--- src/rtl/dht11_env_monitor.sv ---
// dht11_env_monitor: plausibility screen, moving average, hysteretic comfort flags and staleness watchdog for DHT11 readings
module dht11_env_monitor #(
    parameter int AVG_LOG2 = 2,
    parameter int TIMEOUT  = 25_000_000,
    parameter int T_COLD   = 18,
    parameter int T_HOT    = 30,
    parameter int H_DRY    = 30,
    parameter int H_HUMID  = 70,
    parameter int HYST     = 2,
    parameter int T_MAX    = 60,
    parameter int H_MAX    = 100
) (
    input  logic        clk,
    input  logic        rst,
    input  logic [15:0] humidity,
    input  logic [15:0] temperature,
    input  logic        valid,
    output logic [7:0]  temp_avg,
    output logic [7:0]  hum_avg,
    output logic        avg_strobe,
    output logic        avg_ready,
    output logic        cold,
    output logic        hot,
    output logic        dry,
    output logic        humid,
    output logic        stale,
    output logic        reject_pulse,
    output logic [7:0]  reject_cnt
);
    localparam int DEPTH = 1 << AVG_LOG2;
    localparam int SW    = 8 + AVG_LOG2;
    localparam int CW    = $clog2(TIMEOUT + 1);
    localparam logic [AVG_LOG2:0] FULL = (AVG_LOG2 + 1)'(DEPTH);
    localparam logic [CW-1:0] TO = CW'(TIMEOUT);
    localparam logic [7:0] TMX   = 8'(T_MAX);
    localparam logic [7:0] HMX   = 8'(H_MAX);
    localparam logic [7:0] C_SET = 8'(T_COLD);
    localparam logic [7:0] C_CLR = 8'(T_COLD + HYST);
    localparam logic [7:0] H_SET = 8'(T_HOT);
    localparam logic [7:0] H_CLR = 8'(T_HOT - HYST);
    localparam logic [7:0] D_SET = 8'(H_DRY);
    localparam logic [7:0] D_CLR = 8'(H_DRY + HYST);
    localparam logic [7:0] U_SET = 8'(H_HUMID);
    localparam logic [7:0] U_CLR = 8'(H_HUMID - HYST);

    typedef enum logic {FILL, RUN} state_e;

    state_e              state;
    logic                s1_acc_q, s1_rej_q, s2_acc_q;
    logic [7:0]          s1_t_q, s1_h_q;
    logic [7:0]          tbuf_q [DEPTH];
    logic [7:0]          hbuf_q [DEPTH];
    logic [SW-1:0]       t_sum_q, t_sum_d, h_sum_q, h_sum_d;
    logic [AVG_LOG2-1:0] wptr_q, wptr_d;
    logic [AVG_LOG2:0]   fill_q, fill_d;
    logic [CW-1:0]       tmr_q, tmr_d;
    logic [7:0]          t_new, h_new, reject_cnt_d;
    logic                cold_d, hot_d, dry_d, humid_d, flag_upd, acc;
    logic                unused_dec;

    assign unused_dec = ^{humidity[7:0], temperature[7:0]};
    assign acc        = temperature[15:8] <= TMX && humidity[15:8] <= HMX;
    assign state      = fill_q == FULL ? RUN : FILL;
    assign t_new      = 8'(t_sum_q >> AVG_LOG2);
    assign h_new      = 8'(h_sum_q >> AVG_LOG2);
    assign stale      = tmr_q == TO;
    assign flag_upd   = s2_acc_q && state == RUN;

    // next-state for window sums, pointers, counters and hysteretic flags
    always_comb begin
        t_sum_d      = s1_acc_q ? t_sum_q + SW'(s1_t_q) - SW'(tbuf_q[wptr_q]) : t_sum_q;
        h_sum_d      = s1_acc_q ? h_sum_q + SW'(s1_h_q) - SW'(hbuf_q[wptr_q]) : h_sum_q;
        wptr_d       = s1_acc_q ? wptr_q + 1'b1 : wptr_q;
        fill_d       = s1_acc_q && state == FILL ? fill_q + 1'b1 : fill_q;
        tmr_d        = valid ? '0 : stale ? tmr_q : tmr_q + 1'b1;
        reject_cnt_d = s1_rej_q && reject_cnt != 8'hFF ? reject_cnt + 8'd1 : reject_cnt;
        cold_d       = !flag_upd ? cold  : t_new <= C_SET ? 1'b1 : t_new >= C_CLR ? 1'b0 : cold;
        hot_d        = !flag_upd ? hot   : t_new >= H_SET ? 1'b1 : t_new <= H_CLR ? 1'b0 : hot;
        dry_d        = !flag_upd ? dry   : h_new <= D_SET ? 1'b1 : h_new >= D_CLR ? 1'b0 : dry;
        humid_d      = !flag_upd ? humid : h_new >= U_SET ? 1'b1 : h_new <= U_CLR ? 1'b0 : humid;
    end

    // three-stage pipeline: capture/screen, window update, average/flag publish
    always_ff @(posedge clk or negedge rst) begin
        if (!rst) begin
            s1_acc_q     <= 1'b0;
            s1_rej_q     <= 1'b0;
            s2_acc_q     <= 1'b0;
            s1_t_q       <= '0;
            s1_h_q       <= '0;
            for (int i = 0; i < DEPTH; i++) begin
                tbuf_q[i] <= '0;
                hbuf_q[i] <= '0;
            end
            t_sum_q      <= '0;
            h_sum_q      <= '0;
            wptr_q       <= '0;
            fill_q       <= '0;
            tmr_q        <= '0;
            temp_avg     <= '0;
            hum_avg      <= '0;
            avg_strobe   <= 1'b0;
            avg_ready    <= 1'b0;
            cold         <= 1'b0;
            hot          <= 1'b0;
            dry          <= 1'b0;
            humid        <= 1'b0;
            reject_pulse <= 1'b0;
            reject_cnt   <= '0;
        end else begin
            s1_acc_q     <= valid && acc;
            s1_rej_q     <= valid && !acc;
            s1_t_q       <= temperature[15:8];
            s1_h_q       <= humidity[15:8];
            s2_acc_q     <= s1_acc_q;
            if (s1_acc_q) begin
                tbuf_q[wptr_q] <= s1_t_q;
                hbuf_q[wptr_q] <= s1_h_q;
            end
            t_sum_q      <= t_sum_d;
            h_sum_q      <= h_sum_d;
            wptr_q       <= wptr_d;
            fill_q       <= fill_d;
            tmr_q        <= tmr_d;
            reject_pulse <= s1_rej_q;
            reject_cnt   <= reject_cnt_d;
            avg_strobe   <= s2_acc_q;
            if (s2_acc_q) begin
                temp_avg  <= t_new;
                hum_avg   <= h_new;
                avg_ready <= state == RUN;
            end
            cold         <= cold_d;
            hot          <= hot_d;
            dry          <= dry_d;
            humid        <= humid_d;
        end
    end
endmodule

--- config.mk ---
export PLATFORM = sky130hd
export DESIGN_NAME = dht11_env_monitor
export DESIGN_NICKNAME = d
export VERILOG_FILES = /design/src/rtl/dht11_env_monitor.sv
export SDC_FILE = /design/constraint.sdc
export NUM_CORES = 1
export LEC_CHECK = 0
export CORE_MARGIN = 2
export CORE_UTILIZATION = 35
export DETAILED_ROUTE_END_ITERATION = 16
export PLACE_DENSITY = 0.58
export SLEW_MARGIN = 5
export SYNTH_ARGS = -nofsm -noshare
export SYNTH_HDL_FRONTEND = slang
export SYNTH_SLANG_ARGS = --single-unit
--- constraint.sdc ---
create_clock -name clk -period 3.4 [get_ports clk]
set_input_delay 0.68 -clock clk [delete_from_list [all_inputs] [get_ports clk]]
set_output_delay 0.68 -clock clk [all_outputs]
set_load 0.03 [all_outputs]
# Word-level counts from Yosys, hierarchy flattened
# Index checks and enable logic that the tools add are counted.
# totals
input_bits,35
register_bits,164
# op_classes
bitwise,2
muxes,21
n_addsub,8
magnitude_cmp,12
reduce_logical,16
eq_ne,4
# ops
op,n
$bwmux 32,2
$mux 25,2
$mux 8,5
$bmux 8 s2,2
$add 25x1->25 const B,1
$eq 25x25->1 const B,1
$le 8x5->1 const B,3
$add 10x8->10,2
$sub 10x8->10,2
$demux 8 s2,1
$ge 8x5->1 const B,2
$le 8x7->1 const B,2
$mux 1,9
$add 8x1->8 const B,1
$ge 8x6->1 const B,1
$ge 8x7->1 const B,1
$le 8x6->1 const B,1
$ne 8x8->1 const B,1
$reduce_and 2->1,4
$reduce_bool 2->1,4
$logic_and 1x1->1,7
$add 3x1->3 const B,1
$eq 3x3->1 const B,1
$ge 3x3->1 const B,1
other kinds (6),6

# Longest topological paths before layout
# Gate-level depths: netlist of run 1.
# depth
depth_word,6
depth_mapped,13

# Worst setup path after synthesis of run 1
# OpenSTA, ideal clock, no wires.
# synth_path
path_kind,reg2reg
start,reg wptr_q[0]
end,reg t_sum_q[9]
stages_incl_launch_ff,12
setup_slack_ns,-0.029
t_arrival_ns,3.364
path_cell_list,dfrtp_1 > buf_2 > buf_2 > mux4_2 > fa_1 > inv_1 > ha_1 > a211oi_2 > o21ai_1 > a2111oi_0 > a311o_1 > a211o_1
# synth_between
elab_chain_cells,5
# synth_lines
item,line,rtl
from (decl),54,"logic [AVG_LOG2-1:0] wptr_q, wptr_d;"
from (signal assigned),122,wptr_q <= wptr_d;
$not 2->3 (not written as such),71,t_sum_d = s1_acc_q ? t_sum_q + SW'(s1_t_q) - SW'(tbuf_q[wptr_q]) : t_sum_q;
$bmux 8 s2,71,
$mux 8 (not written as such) (2 in a row),71,
$sub 10x8->10,71,
to (signal assigned),120,t_sum_q <= t_sum_d;
to (decl),53,"logic [SW-1:0] t_sum_q, t_sum_d, h_sum_q, h_sum_d;"
# Every way passes these cells. The select of a mux whose other input is x is not followed.
# A chain may end at the register's enable or synchronous reset.

# Worst setup path after layout of run 1
# layout_path
start,reg wptr_q[0]
end,reg h_sum_q[9]
# layout_between
elab_chain_cells,5
# layout_lines
item,line,rtl
$not 2->3 (not written as such),72,h_sum_d = s1_acc_q ? h_sum_q + SW'(s1_h_q) - SW'(hbuf_q[wptr_q]) : h_sum_q;
$bmux 8 s2,72,
$mux 8 (not written as such) (2 in a row),72,
$sub 10x8->10,72,
to (signal assigned),121,h_sum_q <= h_sum_d;
to (decl),53,
# Every way passes these cells. The select of a mux whose other input is x is not followed.

==> flow_metrics.py, run 1 <==
metrics = {
    "die": {
        "core_area_um2": 22800,
        "io-pin-count": 67,
        "die_area_um2": 24600,
        "die_w_um": 157,
        "num_rows": 55,
        "die_h_um": 157,
        "start_util": 0.359,
    },
    "global_routing": {
        "grt_antenna_before_repair": 0,
        "grt_pass1_wl_um": 27100,
        "grt_max_degree": 63,
        "overflow": 0,
        "grtUsageTotal": 0.140,
        "grt_pass1_vias": 5321,
    },
    "critical_path": {
        "crit_chain": "buf_4 > mux4_2 > fa_1 > inv_1 > ha_1 > a211oi_2 > o21ai_1 > a2111oi_1 > a311o_1 > a211o_1",
        "ff2ff_path_depth": 10,
        "critPathMaxFanout": 5,
        "worstPathArrival_ns": 3.59,
        "critPathLaunch": "wptr_q[0]$_DFFE_PN0P_",
        "slowest_delay_ns": 0.55,
        "r2r_start": "wptr_q[0]$_DFFE_PN0P_",
        "slowest_stage": "fa_1",
        "cp_data_required_time_ns": 3.76,
        "reg2reg_slack_ns": 0.17,
        "crit_path_end_kind": "register",
        "r2r-end": "h_sum_q[9]$_DFFE_PN0P_",
        "cp-start-kind": "register",
        "critPathKind": "register to register",
    },
    "sta": {
        "setup_viol": 0,
        "holdWs_ns": 0.168,
        "fin_crit_sh": 0.950,
        "hold_viol": 0,
        "skew_ns": 0.00783,
        "min_period_ns": 3.23,
        "worst_pin_slew_ns": 0.943,
        "rsz0062_at_grt": "yes",
        "fmax_mhz": 310,
        "tns_ns": 0,
        "final_max_slew_viol_count": 0,
        "maxSlewHeadroom": 0.370,
    },
    "synth": {
        "synth_flop_cell": "dfrtp_1",
        "avgSynthCellArea_um2": 10.8,
        "synth_top_area_cell": "dfrtp_1",
        "synthTopCellsByCount": "dfrtp_1, nand2_1, o21ai_0, inv_1, nor2_1",
        "syn_area_um2": 8180,
        "yosysTopAreaCellShare": 0.502,
        "synthCells": 754,
        "seq_area_frac_synth": 0.502,
        "async_flop_share": 1.00,
        "syn_nets": 838,
        "ys_top_cells_by_area": "dfrtp_1, ha_1, o21ai_0",
        "synth.lib_cells_used.distinct": 56,
        "synthMostInstantiatedCell": "dfrtp_1",
        "yosysWarnings": 0,
        "synth_edf_count": 0,
        "synth_seq_cells": 164,
    },
    "power_and_ir_drop": {
        "finalPower_w": 0.00969,
        "powerDensity_nw_per_um2": 994,
        "p_leak_nw": 4.39,
        "ir_drop_mv": 0.430,
    },
    "final_layout": {
        "fin_nets": 898,
        "n_antenna_cell": 0,
        "syn_to_final_growth_pct": 19.1,
        "drive_above_1_share": 0.140,
        "fill_cells": 2205,
    },
    "clock_tree": {
        "worstSkewPairLatency_ns": 0.42,
        "cts_sinks": 164,
        "cts_root_buffer": "clkbuf_16",
        "cts_buffer_depth": 2,
        "clkTransAtPathRegs_ns": 0.07,
        "htree_levels": 4,
        "cts_inserted_buffers": 17,
        "post-cts-setup-buffers": 0,
        "cts_tree": "done",
    },
    "placement": {
        "gp_congestion": 0.758,
        "io_buffers": 50,
        "post-dp-hpwl_um": 11100,
    },
    "routing": {
        "avgViaCountPerCell": 4.69,
        "first_pass_iters": 4,
        "via_count": 5343,
        "wl_um": 15800,
        "routedWlPerCell_um": 13.9,
        "drc": 0,
        "drt.antenna.violating_nets": 0,
        "drt_iter0_markers": 206,
    },
    "status": {
        "outcome": "finished clean",
    },
    "flow_run": {
        "maxCapViolCount": 0,
    },
    "min_path": {
        "hold_path.class": "primary input to async pin",
    },
}
worst max-delay path, delay by kind of cell (launching register included):
kind                     cells  cell delay, ns
adder cells (fa/ha/maj)      2            0.87
AO/OA/AOI/OAI                5            1.14
buffers and inverters        2            0.24
multiplexers                 1            0.53
flip-flops                   1            0.39
metrics by stage:
stage	util	area [um^2]	setup slack, ns	cells
2_1_floorplan	-	8180	0.0591	754
3_3_place_gp	0.400	9120	0.178	1108
3_5_place_dp	0.400	9120	0.164	1108
4_1_cts	0.427	9720	0.101	1140
5_1_grt	0.428	9740	-0.00116	1140
6_report	0.428	9740	0.172	1140
flip-flops by register name, indices dropped and copies added (netlist names), 2 cells and up:
register    count
hum_avg         8
wptr_q          2
temp_avg        8
hbuf_q         32
s1_t_q          8
tbuf_q         32
s1_h_q          8
h_sum_q        10
fill_q          3
tmr_q          25
reject_cnt      8
t_sum_q        10
what timing repair did:
item,4_1_cts,5_1_grt
gates resized for setup,0,7
hold endpoints to repair,0,0
setup endpoints to repair,0,4
hold buffers,0,0
how the worst max path moves through the flow:
stage | endpoint | depth (start not counted) | slack (ns)
2_1_floorplan | t_sum_q[9]$_DFFE_PN0P_ | 11 | 0.06
3_3_place_gp | h_sum_q[9]$_DFFE_PN0P_ | 10 | 0.18
3_5_place_dp | h_sum_q[9]$_DFFE_PN0P_ | 11 | 0.16
4_1_cts | h_sum_q[9]$_DFFE_PN0P_ | 11 | 0.10
5_1_grt | h_sum_q[9]$_DFFE_PN0P_ | 10 | -0.001
6_report | h_sum_q[9]$_DFFE_PN0P_ | 10 | 0.17
placed cells by master (no fill, tap or decap), types with 3 or more instances in the layout:
master and n:
dfrtp_1 164, nand2_1 90, o21ai_0 78, inv_1 76, clkdlybuf4s50_1 49, nor2_1 45
ha_1 32, mux2_2 26, a21oi_1 24, xor2_1 23, clkbuf_16 17, mux4_2 16
xnor2_1 16, fa_1 16, buf_4 16, nand3_1 15, nand4_1 9, nor3_1 6
a31oi_1 5, nor2b_1 5, o21a_1 5, o21ai_1 5, inv_6 5, nor4b_1 4
nor3_2 4, mux2i_1 4, a21o_1 4, nand2b_1 4, a211o_1 4, nand3_2 3
clkinvlp_4 3
final cells by class:
cell class / count / area [um^2] / area share
tap: 313 / 392 / 0.0402
clock inverter: 12 / 143 / 0.0146
sequential: 164 / 4100 / 0.421
clock buffer: 20 / 457 / 0.0469
inverter: 76 / 285 / 0.0293
timing repair buffer: 68 / 662 / 0.0679
multi-input combinational: 487 / 3700 / 0.380
power breakdown:
| part | internal (W) | switching (W) | total, W |
|---|---|---|---|
| combinational | 0.00219 | 0.00263 | 0.00483 |
| clock | 0.00114 | 0.000807 | 0.00194 |
| sequential | 0.00253 | 0.000386 | 0.00291 |
per-layer routing:
layer	track usage	vias up	wire (um)
li1	-	2690	-
met1	0.196	2574	8040
met2	0.216	69	7160
met3	0.0349	10	506
met4	0.0358	0	125
met5	0	-	0
logic make-up after synthesis:
family | count (synthesis) | share of synthesized area
and+or+nand+nor | 204 | 0.125
DFF | 164 | 0.502
AOI/OAI and AO/OA | 148 | 0.107
buffers and inverters | 103 | 0.0485
adders and majority gates | 49 | 0.0896
muxes | 47 | 0.0861
xor gates and xnor gates | 39 | 0.0418
Power figures use the tool's default switching activity.
==> run 2, diff against run 1 <==
- CTS_BUF_LIST: unset -> sky130_fd_sc_hd__clkbuf_2 sky130_fd_sc_hd__clkbuf_4 sky130_fd_sc_hd__clkbuf_8
==> run 2 against run 1 <==
Worst hold slack worse by 0.044 ns; clock power decreased by 25%; maximum frequency decreased by 0.76%; power is 4.9% lower; count of clock-buffer cells in the layout unchanged.
==> flow_metrics.py, run 2 (synthesized netlist as in run 1, its figures left out) <==
metrics = {
    "critical_path": {
        "critPathMaxFanout": 5,
        "cp_data_required_time_ns": 3.74,
        "cp-start-kind": "register",
        "worstPathArrival_ns": 3.59,
        "crit_path_end_kind": "register",
        "critPathKind": "register to register",
    },
    "clock_tree": {
        "clkTransAtPathRegs_ns": 0.09,
        "htree_levels": 4,
        "cts_inserted_buffers": 17,
        "cts_buffer_depth": 2,
        "worstSkewPairLatency_ns": 0.46,
        "cts_sinks": 164,
        "cts_tree": "done",
        "holdBufCountCts": 0,
        "cts_root_buffer": "clkbuf_8",
    },
    "sta": {
        "holdWs_ns": 0.123,
        "fin_crit_sh": 0.957,
        "final_max_slew_viol_count": 0,
        "skew_ns": 0.0164,
        "hold_viol": 0,
        "worst_pin_slew_ns": 0.950,
        "setup_viol": 0,
        "min_period_ns": 3.25,
        "maxSlewHeadroom": 0.365,
        "worst_slack_ns": 0.147,
        "rsz0062_at_grt": "yes",
        "fmax_mhz": 307,
    },
    "min_path": {
        "hold_path.class": "primary input to async pin",
    },
    "die": {
        "die_area_um2": 24600,
        "core_area_um2": 22800,
        "start_util": 0.359,
        "die_h_um": 157,
        "num_rows": 55,
        "die_w_um": 157,
        "io-pin-count": 67,
    },
    "final_layout": {
        "reg_top3": "hbuf_q: 32 flops, tbuf_q: 32 flops, tmr_q: 25 flops",
        "final_common_cell": "dfrtp_1",
        "utilization": 0.420,
        "fin_nets": 898,
        "syn_to_final_growth_pct": 16.9,
        "layout_common_cells": "dfrtp_1, nand2_1, o21ai_0, inv_1, clkdlybuf4s50_1",
        "drive_above_1_share": 0.143,
        "n_antenna_cell": 0,
    },
    "power_and_ir_drop": {
        "ir_drop_mv": 0.481,
        "powerDensity_nw_per_um2": 964,
        "p_leak_nw": 4.30,
        "finalPower_w": 0.00921,
    },
    "status": {
        "outcome": "finished clean",
    },
    "routing": {
        "drc": 0,
        "drt_iter0_markers": 212,
        "first_pass_iters": 4,
        "avgViaCountPerCell": 4.70,
        "routedWlPerCell_um": 13.7,
        "drt.antenna.violating_nets": 0,
        "via_count": 5356,
        "wl_um": 15600,
    },
    "placement": {
        "place_ws_ns": 0.164,
        "io_buffers": 50,
        "post-dp-hpwl_um": 11100,
        "gp_congestion": 0.758,
    },
    "global_routing": {
        "grt_antenna_before_repair": 0,
        "grt_max_degree": 63,
        "grt_pass1_vias": 5249,
        "overflow": 0,
        "grt_pass1_wl_um": 26700,
        "grtUsageTotal": 0.137,
    },
    "flow_run": {
        "maxCapViolCount": 0,
    },
}
run 2: cell types whose count changed in the layout (fill, tap and decap cells not counted):
cell	delta
a2111oi_2	+1
clkbuf_4	+1
clkbuf_1	-1
a2111oi_1	-1
clkbuf_16	-17
clkbuf_8	+17
run 2: metal layers:
metal / vias up / GRT usage / part of all wire
li1: 2685 / - / -
met1: 2576 / 0.195 / 0.51
met2: 81 / 0.208 / 0.45
met3: 14 / 0.0271 / 0.035
met4: 0 / 0.0481 / 0.010
met5: - / 0 / 0
run 2: worst paths after layout:
check                                          to             startpoint  depth (start not counted)  slack [ns]
min reg2reg                reject_pulse$_DFF_PN0_     s1_rej_q$_DFF_PN0_                          0        0.48
min in group clk           reject_pulse$_DFF_PN0_     s1_rej_q$_DFF_PN0_                          0        0.48
max reg2reg                h_sum_q[9]$_DFFE_PN0P_  wptr_q[0]$_DFFE_PN0P_                         11        0.15
max in group asynchronous   tbuf_q[5]$_DFFE_PN0P_                    rst                          2        2.49
max                        h_sum_q[9]$_DFFE_PN0P_  wptr_q[0]$_DFFE_PN0P_                         11        0.15
min                        h_sum_q[2]$_DFFE_PN0P_                    rst                          1        0.12
run 2: worst max-delay path, stage by stage (launching register included):
cell and delay (ns):
dfrtp_1 0.40, buf_4 0.18, buf_4 0.13, mux4_2 0.50, fa_1 0.49, inv_1 0.04
ha_1 0.32, o21ai_1 0.11, o21ai_1 0.29, a2111oi_2 0.12, a311o_1 0.29, a211o_1 0.26
run 2: area by class of cell:
type,count,area [um^2]
clock buffers,20,269
clock inverters,12,143
fillers,2213,13200
inverters,76,285
multi-input cells,487,3710
flip-flops and latches,164,4100
well taps,313,392
repair buffers,68,662
run 2: where the power goes:
group	switching, W	total [W]	internal (W)
sequential	0.000384	0.00291	0.00252
clock	0.000747	0.00146	0.000715
combinational	0.00265	0.00484	0.00219
total	0.00378	0.00921	0.00543
run 2: metrics by stage:
step | area [um^2] | setup TNS (ns) | cells
6_report | 9560 | 0 | 1140
4_1_cts | 9530 | 0 | 1140
2_1_floorplan | 8180 | 0 | 754
5_1_grt | 9560 | -0.00650 | 1140
3_5_place_dp | 9120 | 0 | 1108
3_3_place_gp | 9120 | 0 | 1108
run 2: repair_timing:
item | in CTS | in global routing
setup buffers | 0 | 0
setup endpoints to repair | 0 | 4
gates resized for setup | 0 | 8
